## src/rtl/uart_tx_seq.sv

```systemverilog
// Serial transmit stage: on start, sends MSG_LEN upstream bytes as back-to-back 8N1 frames,
// pulsing next as each byte is latched so the upstream ROM pointer advances.
module uart_tx_seq #(
   parameter int CLKS_PER_BIT = 868,
   parameter int MSG_LEN      = 7
) (
   input  logic       clk,
   input  logic       rst,
   input  logic       start,
   input  logic [7:0] data,
   output logic       tx,
   output logic       next,
   output logic       busy,
   output logic       done
);

   localparam int BAUD_W = (CLKS_PER_BIT > 1) ? $clog2(CLKS_PER_BIT) : 1;
   localparam int CNT_W  = $clog2(MSG_LEN + 1);
   localparam logic [BAUD_W-1:0] BAUD_LAST = BAUD_W'(CLKS_PER_BIT - 1);
   localparam logic [CNT_W-1:0]  BYTE_LAST = CNT_W'(MSG_LEN);

   typedef enum logic [1:0] {IDLE, START, DATA, STOP} state_t;

   state_t            state_q, state_d;
   logic [BAUD_W-1:0] baud_q, baud_d;
   logic [2:0]        bit_q, bit_d;
   logic [CNT_W-1:0]  byte_q, byte_d;
   logic [7:0]        shift_q, shift_d;
   logic              tx_q, tx_d;
   logic              next_q, next_d;
   logic              busy_q, busy_d;
   logic              done_q, done_d;
   logic              bit_end;

   assign bit_end = (baud_q == BAUD_LAST);

   always_comb begin
      // NOTE: every signal written here gets a default first, so no path can infer a latch.
      state_d = state_q;
      baud_d  = '0;
      bit_d   = bit_q;
      byte_d  = byte_q;
      shift_d = shift_q;
      next_d  = 1'b0;
      done_d  = 1'b0;

      if (state_q != IDLE) begin
         baud_d = bit_end ? '0 : baud_q + BAUD_W'(1);
      end

      case (state_q)
         IDLE: begin
            if (start) begin
               shift_d = data;
               byte_d  = CNT_W'(1);
               next_d  = 1'b1;
               state_d = START;
            end
         end
         START: begin
            if (bit_end) begin
               bit_d   = '0;
               state_d = DATA;
            end
         end
         DATA: begin
            if (bit_end) begin
               shift_d = {1'b0, shift_q[7:1]};
               if (bit_q == 3'd7) begin
                  state_d = STOP;
               end else begin
                  bit_d = bit_q + 3'd1;
               end
            end
         end
         STOP: begin
            // Latching the next byte here is what makes frames back-to-back with no idle gap.
            if (bit_end) begin
               if (byte_q < BYTE_LAST) begin
                  shift_d = data;
                  byte_d  = byte_q + CNT_W'(1);
                  next_d  = 1'b1;
                  state_d = START;
               end else begin
                  byte_d  = '0;
                  done_d  = 1'b1;
                  state_d = IDLE;
               end
            end
         end
         default: state_d = IDLE;
      endcase

      // tx is registered, so it is derived from the state being entered.
      tx_d   = (state_d == START) ? 1'b0 : (state_d == DATA) ? shift_d[0] : 1'b1;
      busy_d = (state_d != IDLE);
   end

   always_ff @(posedge clk) begin
      // NOTE: sequential state uses non-blocking assignments so every flop samples pre-edge values.
      if (rst) begin
         state_q <= IDLE;
         baud_q  <= '0;
         bit_q   <= '0;
         byte_q  <= '0;
         shift_q <= '0;
         tx_q    <= 1'b1;
         next_q  <= 1'b0;
         busy_q  <= 1'b0;
         done_q  <= 1'b0;
      end else begin
         state_q <= state_d;
         baud_q  <= baud_d;
         bit_q   <= bit_d;
         byte_q  <= byte_d;
         shift_q <= shift_d;
         tx_q    <= tx_d;
         next_q  <= next_d;
         busy_q  <= busy_d;
         done_q  <= done_d;
      end
   end

   assign tx   = tx_q;
   assign next = next_q;
   assign busy = busy_q;
   assign done = done_q;

endmodule

```

## config.mk

```make
export PLATFORM = sky130hd
export DESIGN_NAME = uart_tx_seq
export DESIGN_NICKNAME = d
export VERILOG_FILES = /design/src/rtl/uart_tx_seq.sv
export SDC_FILE = /design/constraint.sdc
export NUM_CORES = 1
export LEC_CHECK = 0
export CAP_MARGIN = 30
export CORE_ASPECT_RATIO = 0.6
export CORE_MARGIN = 2
export CORE_UTILIZATION = 38
export CTS_BUF_LIST = sky130_fd_sc_hd__clkbuf_4 sky130_fd_sc_hd__clkbuf_8
export DETAILED_ROUTE_END_ITERATION = 6
export SLEW_MARGIN = 20
export SYNTH_ARGS = -nofsm -noshare
export SYNTH_HDL_FRONTEND = slang
export SYNTH_SLANG_ARGS = --single-unit
```

## constraint.sdc

```tcl
create_clock -name clk -period 3.5 [get_ports clk]
set_clock_uncertainty 0.15 [all_clocks]
set_input_delay 0.7 -clock clk [delete_from_list [all_inputs] [get_ports clk]]
set_output_delay 0.7 -clock clk [all_outputs]
set_load 0.1 [all_outputs]
```

==> results by stage <==
Critical path:
- The setup path with the least slack is of type reg -> reg.
- Tracing the worst setup path back leads to its startpoint at state_q[0].
- The worst register-to-register path has a depth of 7.
- The data required time at the worst endpoint is 3540 ps.
- The kind of capture point of the worst setup path is a flop.
- The critical path endpoint is shift_q[6].
- The top fanout value on the critical path is 13.
- The reg-to-reg endpoint is shift_q[6].
- The type of element launching the critical path is a flop.
- In this run the register-to-register setup slack is 1120 ps.
- The startpoint of the lowest-slack register-to-register path is state_q[0].
- At the worst endpoint, the arrival time is 2420 ps.

Clock tree:
- For this design, the CTS-stage hold fixing added 0 buffers.
- The root buffer cell is sky130_fd_sc_hd__clkbuf_8.
- The total clock buffers created by CTS is 5.
- After clock tree synthesis, the repair step resized 0 gates.
- The maximum buffer depth of the clock tree is 2.
- The number of levels the H-tree was split into is 2.
- The clock latency reported for the late side of the worst-skew pair is 280 ps.
- The clock drives 30 sinks.
- The number of setup buffers added after CTS is 0.
- TritonCTS built the clock tree.
- The clock-pin slew on the worst setup and hold paths is 70 ps.

Route:
- The average vias per placed instance is 5.46.
- The first detailed-routing pass took 4 iterations.
- After detailed routing, the average wire length per cell comes to 14.3 um.
- The iteration-0 DRC count of the detailed router is 66.
- The total via count after detailed routing is 1289.
- For this block, the routed nets add up to 3370 um of wire.
- The detail route stage leaves a number of antenna-violating nets equal to 0.
- After detailed routing, the number of remaining DRC violations is 0.

Timing:
- The worst-case hold slack is 335 ps.
- The maximum achievable frequency is 419 MHz.
- Setup violations remaining at the end of the flow were counted as 0.
- Headroom to the max-slew limit came out at 51.9%.
- The final count of hold timing violations is 0.
- At the pin with the least slew margin, the transition time is 721 ps.
- The number of max-slew violations in the final report was 0.
- The minimum clock period after layout is 2380 ps.
- Setup repair after global routing left no endpoint under its margin.
- After layout, the worst path uses 68.1% of the clock period.
- The final sum of negative setup slack is 0 ps.

Yosys:
- After synthesis, the largest area contributor takes up 39.7% of total cell area.
- By area the synthesized netlist is led by sky130_fd_sc_hd__dfxtp_1 40%, sky130_fd_sc_hd__ha_1 7.5%, sky130_fd_sc_hd__nor2_1 6.7%.
- The number of library cell types mapped by synthesis is 43.
- The largest total area in the synthesized netlist belongs to sky130_fd_sc_hd__dfxtp_1.
- The synthesized-area fraction occupied by adder cells is 7.45%.
- Counting flops with an async set or reset pin after synthesis yields a share of 0%.
- Summing the areas of all compound-gate instances in the mapped netlist gives 19.7% of the synthesized area.
- Of the synthesized area, sequential elements account for 39.7%.
- The cell area that synthesis handed to floorplanning was 0.00151 mm^2.
- The main combinational cell family by area after synthesis is simple AND/OR/NAND/NOR gates.
- The register bit count reported by yosys is 30.
- The proportion of synthesized area in mux cells is 0%.
- The number of standard cells after synthesis is 175.
- The most frequently used flop master after synthesis is sky130_fd_sc_hd__dfxtp_1.
- When the netlist entered floorplanning its net count stood at 195.
- The simple logic cell fraction of the synthesized area is 23.9%.
- The number of flops mapped to enable cells by yosys is 0.
- The synthesized netlist devotes 4.64% of its cell area to XOR and XNOR gates.
- The mean area per synthesized cell is 8.64 um^2.
- The Yosys warning count is 0.

Flow run:
- Max-cap violations in this run came to 0.

Pwr:
- The fraction of power consumed by the clock network is 38.7%.
- In this run the power spent charging and discharging nets is 0.000202 W.
- The combinational share of power is 13.3%.
- Sequential cells account for 48.0% of the total power.
- The switching portion of total power is 26.6%.
- The worst-case vdd ir drop is 272 uV.
- The static leakage is 0.653 nW.
- The cell-internal power is 0.000556 W.
- The power density relative to cell area is 431 mW/mm^2.

Floorplanning:
- The number of standard-cell rows in the floorplan is 17.
- The die covers 0.00451 mm^2.
- The number of ports placed on the die boundary is 15.
- The core region is 0.00374 mm^2.
- The width of the chip is 85.4 um.
- For this configuration, the core starts out at a cell density of 40.4%.
- The chip height is 52.9 um.

Layout:
- In the layout the commonest cells are 30 x sky130_fd_sc_hd__dfxtp_1, 27 x sky130_fd_sc_hd__nor2_1, 11 x sky130_fd_sc_hd__nand2_1.
- Once layout is done, the placed cells without fillers occupy 0.00176 mm^2.
- Leaving out fill and tap cells, the most frequent cell in the layout is sky130_fd_sc_hd__dfxtp_1.
- The post-layout net count is 208.
- The number of filler cells placed in the layout is 361.
- Relative to the synthesized area, the layout overhead comes to 16.5%.
- The number of diodes is 0.
- In the final layout, the share of cells above drive strength 1 is 9.52%.

Placed design:
- The placed instances occupy a cell area of 0.00167 mm^2.
- The routability congestion estimate from global placement is 0.838.
- The HPWL after detailed placement is 2530 um.
- Input and output buffers added on the ports amount to 14.

GRT:
- For this run, the total global-route usage over all layers was measured as 16.6%.
- Global routing finished with a remaining overflow of 0.
- The largest net degree at the start of global routing is 16.
- The initial antenna violation count is 0.
- The number of global-route vias before repair is 1188.
- The first-pass GRT wire length is 5700 um.

Min path:
- The tightest min-delay check is of the reg -> reg type.

Run status:
- The run finished with clean final reports.
==> critical path, stage by stage, from the launching register on <==
cell and delay [ps]:
sky130_fd_sc_hd__dfxtp_1 360, sky130_fd_sc_hd__inv_1 100, sky130_fd_sc_hd__ha_1 350, sky130_fd_sc_hd__nor2_1 110, sky130_fd_sc_hd__nand4b_1 210, sky130_fd_sc_hd__a211oi_2 670
sky130_fd_sc_hd__nand3_1 190, sky130_fd_sc_hd__o32ai_1 150
==> layer usage <==
metal | vias to the layer above | wire (um) | global-route usage, %
met5 | - | 0 | 0
met4 | 0 | 39 | 6.35
met3 | 5 | 249 | 4.68
met2 | 44 | 1380 | 24.1
met1 | 584 | 1700 | 23.4
li1 | 656 | - | -
==> how the worst min path moves through the flow <==
stage,startpoint,to,depth (start not counted)
finish,shift_q[5],shift_q[5],2
CTS,shift_q[5],shift_q[5],2
floorplan,baud_q[0],baud_q[0],1
global placement,baud_q[0],baud_q[0],1
detailed placement,shift_q[5],shift_q[5],2
global route,shift_q[7],shift_q[7],2
==> stage by stage <==
step / setup WS (ps) / power [W] / instances / util, %
3_5_place_dp: 987 / 0.000471 / 228 / 44.5
4_1_cts: 1170 / 0.000765 / 236 / 47.0
6_report: 1120 / 0.000758 / 236 / 47.0
3_3_place_gp: 1030 / 0.000470 / 228 / 44.5
2_1_floorplan: 1510 / 0.000441 / 175 / -
5_1_grt: 858 / 0.000794 / 236 / 47.0
==> synthesized netlist by cell type, types with 3 or more instances <==
library cell / number
sky130_fd_sc_hd__a32oi_1: 4
sky130_fd_sc_hd__o32ai_1: 3
sky130_fd_sc_hd__clkbuf_1: 6
sky130_fd_sc_hd__xor2_1: 3
sky130_fd_sc_hd__a21oi_1: 9
sky130_fd_sc_hd__o21ai_0: 10
sky130_fd_sc_hd__dfxtp_1: 30
sky130_fd_sc_hd__nor3_1: 4
sky130_fd_sc_hd__inv_1: 8
sky130_fd_sc_hd__nand2_1: 11
sky130_fd_sc_hd__nor2_1: 27
sky130_fd_sc_hd__nand3_1: 8
sky130_fd_sc_hd__xnor2_1: 5
sky130_fd_sc_hd__ha_1: 9
==> state kept, by name, summed over array words and instances (netlist names) <==
signal	cells
baud_q	10
shift_q	8
bit_q	3
byte_q	3
state_q	2
busy	1
done	1
next	1
tx	1
==> cell type report <==
type,count,area (um^2),share of cell area (%)
inverters,9,33.8,1.92
flip-flops and latches,30,601,34.1
clock buffers,7,90.1,5.12
well taps,47,58.8,3.34
multi-input cells,128,842,47.8
repair buffers,14,130,7.39
clock inverters,1,5.00,0.284
==> power by group through the flow <==
| stage | registers, W | clock network (W) | logic (W) |
|---|---|---|---|
| final | 0.000364 | 0.000294 | 0.000100 |
| after global routing | 0.000365 | 0.000319 | 0.000110 |
| after CTS | 0.000364 | 0.000301 | 0.0000993 |
| after detailed placement | 0.000371 | 0 | 0.0000992 |
| after global placement | 0.000371 | 0 | 0.0000983 |
| after floorplan | 0.000391 | 0 | 0.0000501 |
==> kinds of logic after synthesis <==
kind of cell | after synthesis
AND/OR/NAND/NOR | 68
buffers and inverters | 17
AO/OA/AOI/OAI | 43
flip-flops | 30
XOR/XNOR | 8
adder cells (fa/ha/maj) | 9
No activity file was read; power rests on OpenSTA's default activity.
